$ cat config.mk
export PLATFORM = sky130hd
export DESIGN_NAME = serial_seq_gen
export DESIGN_NICKNAME = d
export VERILOG_FILES = /design/src/rtl/serial_seq_gen_pkg.sv /design/src/rtl/serial_seq_gen_history.sv /design/src/rtl/serial_seq_gen.sv
export SDC_FILE = /design/constraint.sdc
export NUM_CORES = 1
export LEC_CHECK = 0
export ABC_AREA = 1
export CAP_MARGIN = 25
export CORE_UTILIZATION = 35
export DETAILED_ROUTE_END_ITERATION = 16
export DONT_BUFFER_PORTS = 1
export REMOVE_ABC_BUFFERS = 1
export SLEW_MARGIN = 10
export SYNTH_ARGS = -nofsm -noshare
export SYNTH_HDL_FRONTEND = slang
export SYNTH_SLANG_ARGS = --single-unit
$ cat constraint.sdc
create_clock -name clk -period 1.54 [get_ports clk]
set_input_delay 0.154 -clock clk [delete_from_list [all_inputs] [get_ports clk]]
set_output_delay 0.154 -clock clk [all_outputs]
set_load 0.005 [all_outputs]
$ cat src/rtl/serial_seq_gen_pkg.sv
// Shared definitions for the serial sequence generator: state encoding and default word width.
package serial_seq_gen_pkg;

  localparam int DEFAULT_WIDTH = 8;

  typedef logic [1:0] state_t;

  localparam state_t IDLE  = 2'd0;
  localparam state_t SHIFT = 2'd1;
  localparam state_t GAP   = 2'd2;

endpackage

$ cat src/rtl/serial_seq_gen_history.sv
// Two-bit emitted-bit history with saturating fill count; predicts the overlapping
// Mealy 111/000 detector output for the bit currently on x.
module seq_history (
  input  logic clk,
  input  logic rst,
  input  logic x,
  input  logic bit_valid,
  output logic expect_y
);

  logic [1:0] h;
  logic [1:0] fill;

  always_ff @(posedge clk) begin
    if (!rst) begin
      h    <= '0;
      fill <= '0;
    end else if (bit_valid) begin
      h <= {h[0], x};
      if (fill != 2'd2) fill <= fill + 2'd1;
    end
  end

  assign expect_y = bit_valid && (fill == 2'd2) && (x == h[1]) && (x == h[0]);

endmodule

$ cat src/rtl/serial_seq_gen.sv
// Serialises variable-length words MSB-first with optional inter-word gap and
// a golden expect_y prediction for a downstream 111/000 detector.
module serial_seq_gen
  import serial_seq_gen_pkg::*;
#(
  parameter int WIDTH      = DEFAULT_WIDTH,
  parameter int GAP_CYCLES = 0
) (
  input  logic                       clk,
  input  logic                       rst,
  input  logic [WIDTH-1:0]           data_in,
  input  logic [$clog2(WIDTH):0]     len_in,
  input  logic                       valid_in,
  output logic                       ready_out,
  output logic                       x,
  output logic                       bit_valid,
  output logic                       last_bit,
  output logic                       expect_y
);

  localparam int LW = $clog2(WIDTH) + 1;
  localparam int GW = (GAP_CYCLES > 1) ? $clog2(GAP_CYCLES) : 1;
  localparam logic [LW-1:0] FULL = LW'(WIDTH);

  state_t           state;
  logic [WIDTH-1:0] shreg;
  logic [WIDTH-1:0] aligned;
  logic [LW-1:0]    count;
  logic [LW-1:0]    eff_len;
  logic [GW-1:0]    gap_cnt;
  logic             ready_en;
  logic             accept;

  // ready_en keeps ready_out low for as long as reset is being sampled.
  assign last_bit = (state == SHIFT) && (count == '0);
  assign accept   = valid_in && ready_out;

  always_comb begin
    ready_out = 1'b0;
    if (ready_en) begin
      case (state)
        IDLE:    ready_out = 1'b1;
        SHIFT:   ready_out = (GAP_CYCLES == 0) && last_bit;
        default: ready_out = 1'b0;
      endcase
    end
  end

  always_comb begin
    eff_len = len_in;
    if (len_in == '0 || len_in > FULL) eff_len = FULL;
  end

  // Left-align the active field so the MSB of the word is always shreg's top bit.
  assign aligned = data_in << (FULL - eff_len);

  always_ff @(posedge clk) begin
    if (!rst) begin
      state     <= IDLE;
      shreg     <= '0;
      count     <= '0;
      gap_cnt   <= '0;
      x         <= 1'b0;
      bit_valid <= 1'b0;
      ready_en  <= 1'b0;
    end else begin
      ready_en <= 1'b1;
      if (accept) begin
        state     <= SHIFT;
        count     <= eff_len - 1'b1;
        x         <= aligned[WIDTH-1];
        shreg     <= aligned << 1;
        bit_valid <= 1'b1;
      end else begin
        case (state)
          SHIFT: begin
            if (count != '0) begin
              count <= count - 1'b1;
              x     <= shreg[WIDTH-1];
              shreg <= shreg << 1;
            end else begin
              x         <= 1'b0;
              bit_valid <= 1'b0;
              gap_cnt   <= '0;
              state     <= (GAP_CYCLES > 0) ? GAP : IDLE;
            end
          end
          GAP: begin
            if (gap_cnt == GW'(GAP_CYCLES - 1)) state <= IDLE;
            else gap_cnt <= gap_cnt + 1'b1;
          end
          default: begin
            state     <= IDLE;
            x         <= 1'b0;
            bit_valid <= 1'b0;
          end
        endcase
      end
    end
  end

  seq_history u_history (
    .clk       (clk),
    .rst       (rst),
    .x         (x),
    .bit_valid (bit_valid),
    .expect_y  (expect_y)
  );

endmodule

Word-level counts from Yosys, hierarchy flattened

Cells that the tools add are included.

Output and inout port bits: 5
Word-level logic and storage cells: 72
Bits in registers: 21
Input port bits: 15

Equal/unequal tests: 11
Reduce and logical (&&, ||, !) cells: 20
Add/sub/neg operators: 5
Mux-type cells: 22
Bitwise logic cells: 2
$lt $le $gt $ge: 1
Shift-type cells: 1

Operator list:

| cell                                                                   | number |
|---|---|
| 8-bit two-way mux                                                      | 3 |
| 4-bit two-way mux                                                      | 4 |
| 2-bit AND reduction                                                    | 5 |
| 4-bit logical NOT                                                      | 2 |
| 1-bit two-way mux                                                      | 8 |
| 2-bit inequality test (second input constant)                          | 4 |
| 1-bit one-hot mux with 2 select lines                                  | 4 |
| 8-bit by 4-bit << shifter with 8-bit output                            | 1 |
| 4-bit by 1-bit subtractor with 4-bit output (second input constant)    | 2 |
| 3-bit inequality test (second input constant)                          | 2 |
| 2-bit nonzero test                                                     | 3 |
| 1-bit logical AND                                                      | 5 |
| 2-bit equality test (second input constant)                            | 2 |
| 4-bit greater-than comparator (second input constant)                  | 1 |
| 2-bit two-way mux                                                      | 2 |
| 2-bit one-hot mux with 2 select lines                                  | 1 |
| 4-bit nonzero test                                                     | 1 |
| 4-bit subtractor (first input constant)                                | 1 |
| 3-bit AND reduction                                                    | 1 |
| 2-bit by 1-bit adder with 2-bit output (second input constant)         | 1 |
| 1-bit equality test                                                    | 2 |
| 2-bit by 1-bit equality test with 1-bit output (second input constant) | 1 |
| 2-bit logical NOT                                                      | 1 |
| 1-bit inverter                                                         | 2 |
| other kinds (3)                                                        | 3 |

Logic depth before layout (Yosys ltp)

Depth after elaboration: 7
Gate-level depth with buffers: 12
Depth with buffers taken out: 11

Cells and area by module

A second synthesis with hierarchy kept.

Cells, all modules: 177
Area, all modules: 1193.6 µm²

Modules (own cells, without submodules):

| module         | cells an instance | area an instance (µm²) | seq. area each (µm²) | instances |
|---|---|---|---|---|
| serial_seq_gen | 147               | 999.7                  | 280.3                | 1 |
| seq_history    | 30                | 193.9                  | 80.1                 | 1 |

Worst setup path after synthesis

No wires, ideal clock.

Path kind: input to register
Start point: in len_in[3]
End point: reg shreg[7]
Cell stages on the path: 9
Path buffers: 2
Setup time: 0.122 ns
Required time: 1.418 ns
Setup slack: 0.049 ns
Arrival time: 1.369 ns
Cell sequence: inv_2 -> nand2_2 -> buf_6 -> ha_1 -> buf_2 -> o21ai_0 -> or2_2 -> nand2_1 -> a21oi_1

Word-level cells in the longest chain between the ends: 6
Elaborated cells on any way between the ends: 7
Classes of those cells: add/sub: 1; order compare: 1; shift: 1; mux: 2; reduce/logical: 2

Ends and longest elaborated chain:

| what                                                               | line                 | source |
|---|---|---|
| start, declared                                                    | serial_seq_gen.sv:12 | `input logic [$clog2(WIDTH):0] len_in,` |
| 4-bit greater-than comparator or 4-bit logical NOT (tied branches) | serial_seq_gen.sv:51 | `if (len_in == '0 \|\| len_in > FULL) eff_len = FULL;` |
| 1-bit logical OR                                                   | serial_seq_gen.sv:51 |  |
| 4-bit two-way mux (*)                                              | serial_seq_gen.sv:51 |  |
| 4-bit subtractor (*)                                               | serial_seq_gen.sv:55 | `assign aligned = data_in << (FULL - eff_len);` |
| 8-bit by 4-bit << shifter with 8-bit output (*)                    | serial_seq_gen.sv:55 |  |
| 8-bit two-way mux (*)                                              | serial_seq_gen.sv:68 | `if (accept) begin` |
| end signal, assigned                                               | serial_seq_gen.sv:72 | `shreg <= aligned << 1;` |
| end signal, assigned                                               | serial_seq_gen.sv:80 | `shreg <= shreg << 1;` |
| end, declared                                                      | serial_seq_gen.sv:26 | `logic [WIDTH-1:0] shreg;` |

Mark *: on every way between the ends. The rest lies on a longest branch, timed or not.
A chain may end at the register's enable or synchronous reset.

Worst setup path in the final report

Start point: reg count[2]
End point: reg count[2]

Word-level cells in the longest chain between the ends: 7
Elaborated cells on any way between the ends: 13
Classes of those cells: add/sub: 1; mux: 5; reduce/logical: 7

Ends and longest elaborated chain:

| what                                  | line                 | source |
|---|---|---|
| start, declared                       | serial_seq_gen.sv:28 | `logic [LW-1:0] count;` |
| start signal, assigned                | serial_seq_gen.sv:70 | `count <= eff_len - 1'b1;` |
| start signal, assigned                | serial_seq_gen.sv:78 | `count <= count - 1'b1;` |
| 4-bit logical NOT                     | serial_seq_gen.sv:35 | `assign last_bit = (state == SHIFT) && (count == '0);` |
| 1-bit logical AND                     | serial_seq_gen.sv:35 |  |
| 1-bit one-hot mux with 2 select lines | serial_seq_gen.sv:41 | `case (state)` |
| 1-bit two-way mux                     | serial_seq_gen.sv:40 | `if (ready_en) begin` |
| 1-bit logical AND                     | serial_seq_gen.sv:36 | `assign accept = valid_in && ready_out;` |
| 2-bit nonzero test (no line)          | -                    |  |
| 2-bit AND reduction (no line)         | -                    |  |

Parallel ways exist; a longest one is shown, timed or not. The select of a mux whose other input is x is not followed.

==> run metrics <==
first-pass GRT wire length=4.319 mm; placed inst area=1222 um2; Finished Cell Area=1305 um2; Net Sw Frac=0.3328; WL per Instance=11.26 um; Final TNS setup=0 ns; ant diodes=0; Starting Density=0.3742; min cycle time layout=1.442 ns; FILL cells=363; CTS HTree Levels=1; via count=1081; initial antenna violation count=0; Clock Tree Root=clkbuf_4; DRT iter0 DRCs=34; Post-Route WL=2.545 mm; mux share of post-synthesis cell area=0; Max-Cap Viols=0; type of origin of the critical path=flip-flop; most numerous cell on the critical path=nand2_2; share of cells above drive strength 1=0.2033; CTS Buf Count=3; Hold WS=0.002783 ns; P_int=803.2 uW; Hold Crit Class=in2reg; slowest stage delay, CP=0.34 ns; Net Switching=400.7 uW; Chip Height=59.60 um; Max IR drop VDD=0.5880 mV; core area=3103 um2; Slew HR=0.7480; CP delay by family, top=simple AND/OR/NAND/NOR gates; DIE WIDTH=59.60 um; critical path depth in cells=10; Flop pwr share=0.451; vias in the first global route=1020; crit path kind=reg2reg; Mapped Cells=174; status=finished clean; DR pass1 iterations=4; Slowest cell on crit path=dfxtp_2; Mean Syn Cell Area=6.673 um2; die area=3552 um2; Area Overhead vs Synth=12.39%; post-synthesis simple-gate area fraction=0.2877; Final Total Pwr=1204 uW; Rows=20; crit path max fanout=5; CP bufs+invs=2; I/O Buffers=0; Post-Synth Adder-Cell Area=0.03233; largest net degree at the start of global routing=18; P_leak=0.0005978 uW; Worst Skew=0.0009657 ns; DRC errors left=0; Synth Area in XOR/XNOR=0.01509; Tot GR Track Use=0.1619; Final #Nets=201; pre-CTS setup slack=0.04788 ns; # setup viols final=0; Comb pwr share=0.305; post-DP HPWL=1.980 mm; TritonCTS clock tree=done; power per cell area=922.5 nW/um2; post-synth cell types=26; area fraction in compound gates after synthesis=0.2112; CTS max path bufs=2; Final Cycle Share=0.9361; clock power share=0.244; final setup margin=0.09836 ns; Final Hold Fails=0; gpl congestion=0.8332; Reg clk slew, reported paths=0.10 ns; WP data required=1.74 ns; clock sinks=18; Hold Path Stages=2; FMAX=0.6937 GHz; Ports=20; cells on worst reg2reg path=10; Worst Tran Pin Value=0.3768 ns; crit path capture type=flip-flop; worst skew pair latency=0.30 ns; crit path cell chain=nor2_2 -> nand2_2 -> nand2_4 -> buf_4 -> nand4_1 -> nand2_2 -> ha_2 -> nor2_1 -> o21ai_1 -> inv_1; max-slew violations=0; vias per cell=4.783; Yosys warnings=0; register bit count reported by yosys=18; Worst EP arrival=1.64 ns; Routed Antenna Nets=0; global-route congestion overflow total=0; sequential area share after synthesis=0.3103; synthesized area=1161 um2; largest family of logic cells by synthesized area=simple AND/OR/NAND/NOR gates
[repair_timing]
action / in CTS / in global routing
resized for setup: 0 / 15
setup buffers: 0 / 1
setup endpoints to repair: 0 / 9
endpoints found under the hold margin: 9 / 0
hold buffers: 1 / 0
[cell families (layout without fill, tap and decap cells)]
family / Yosys count / after routing
flip-flops: 18 / 18
adder cells (fa/ha/maj): 3 / 3
AND/OR/NAND/NOR: 70 / 70
buffers and inverters: 36 / 44
XOR/XNOR: 2 / 2
AO/OA/AOI/OAI: 45 / 45
[power groups by stage]
stage | sequential (uW) | clock (uW) | combinational, uW
final | 543 | 293 | 367
after global routing | 548 | 323 | 422
after CTS | 537 | 304 | 343
after detailed placement | 547 | 0 | 335
after global placement | 546 | 0 | 328
after floorplan | 541 | 0 | 249
[final cells by class]
cell class	instances	area, um2	share of cell area
Clock buffer	4	36.28	0.02780
Inverter	30	112.6	0.08629
Multi-Input combinational cell	120	654.4	0.5014
Sequential cell	18	365.4	0.2800
Tap cell	44	55.05	0.04219
Timing Repair Buffer	10	81.33	0.06232
[per-stage QoR]
step           utilization  std cells
3_5_place_dp        0.3940        220
6_report            0.4206        226
2_1_floorplan            -        168
5_1_grt             0.4206        226
3_3_place_gp        0.3940        220
4_1_cts             0.4089        225
[worst reg2reg max path, stage by stage, from the launching register on]
cell and delay (ns):
dfxtp_2 0.34, nor2_2 0.12, nand2_2 0.09, nand2_4 0.10
buf_4 0.11, nand4_1 0.08, nand2_2 0.11, ha_2 0.17
nor2_1 0.05, o21ai_1 0.13, inv_1 0.05
[per-layer routing]
metal / wire (um) / share of wire / GRT usage / up-vias
met5: 0 / 0 / 0 / -
met4: 29 / 0.011 / 0.02990 / 0
met3: 79 / 0.031 / 0.05240 / 4
met2: 1197 / 0.47 / 0.2729 / 13
met1: 1238 / 0.49 / 0.2029 / 484
li1: - / - / - / 580
[flip-flops by register name, indices dropped and copies added, names as in the netlist]
register / flops
shreg: 7
count: 4
u_history.fill: 2
u_history.h: 2
bit_valid: 1
ready_en: 1
x: 1
[path summary, 6_finish.rpt]
path | start | to | slack (ns)
worst max register to register | count[2] | count[2] | 0.1
worst min-delay path | rst | u_history.fill[1] | 0.003
worst min register to register | shreg[7] | x | 0.47
worst max-delay path | count[2] | count[2] | 0.1
[cell usage in the layout, fill, tap and decap left out, types with 2 or more instances in the layout]
| master | synthesis | routed |
|---|---|---|
| nor2_1 | 18 | 16 |
| clkbuf_4 | 0 | 3 |
| o22ai_1 | 2 | 2 |
| dfxtp_1 | 18 | 14 |
| o211ai_1 | 6 | 6 |
| nor2_2 | 0 | 2 |
| o21ai_0 | 23 | 21 |
| inv_1 | 28 | 27 |
| a21oi_1 | 12 | 12 |
| dfxtp_2 | 0 | 4 |
| o21ai_1 | 1 | 3 |
| inv_2 | 2 | 3 |
| nand4_1 | 3 | 3 |
| nand2_2 | 6 | 8 |
| nand3_1 | 8 | 8 |
| nand2_4 | 1 | 2 |
| ha_1 | 3 | 2 |
| buf_4 | 0 | 8 |
| nand2_1 | 29 | 26 |
[synth_stat cells (all sizes together)]
cell type | count | share of area
a21oi | 12 | 0.052
a22oi | 1 | 0.0065
buf | 5 | 0.043
clkbuf | 1 | 0.0032
dfxtp | 18 | 0.31
ha | 3 | 0.032
inv | 30 | 0.097
nand2 | 36 | 0.14
nand3 | 10 | 0.058
nand4 | 3 | 0.016
nor2 | 19 | 0.068
nor3 | 1 | 0.0043
o211ai | 6 | 0.039
o21ai | 24 | 0.10
o22ai | 2 | 0.011
or2 | 1 | 0.0054
xnor2 | 1 | 0.0075
xor2 | 1 | 0.0075
Note: power is estimated with default switching activity, not from simulation.
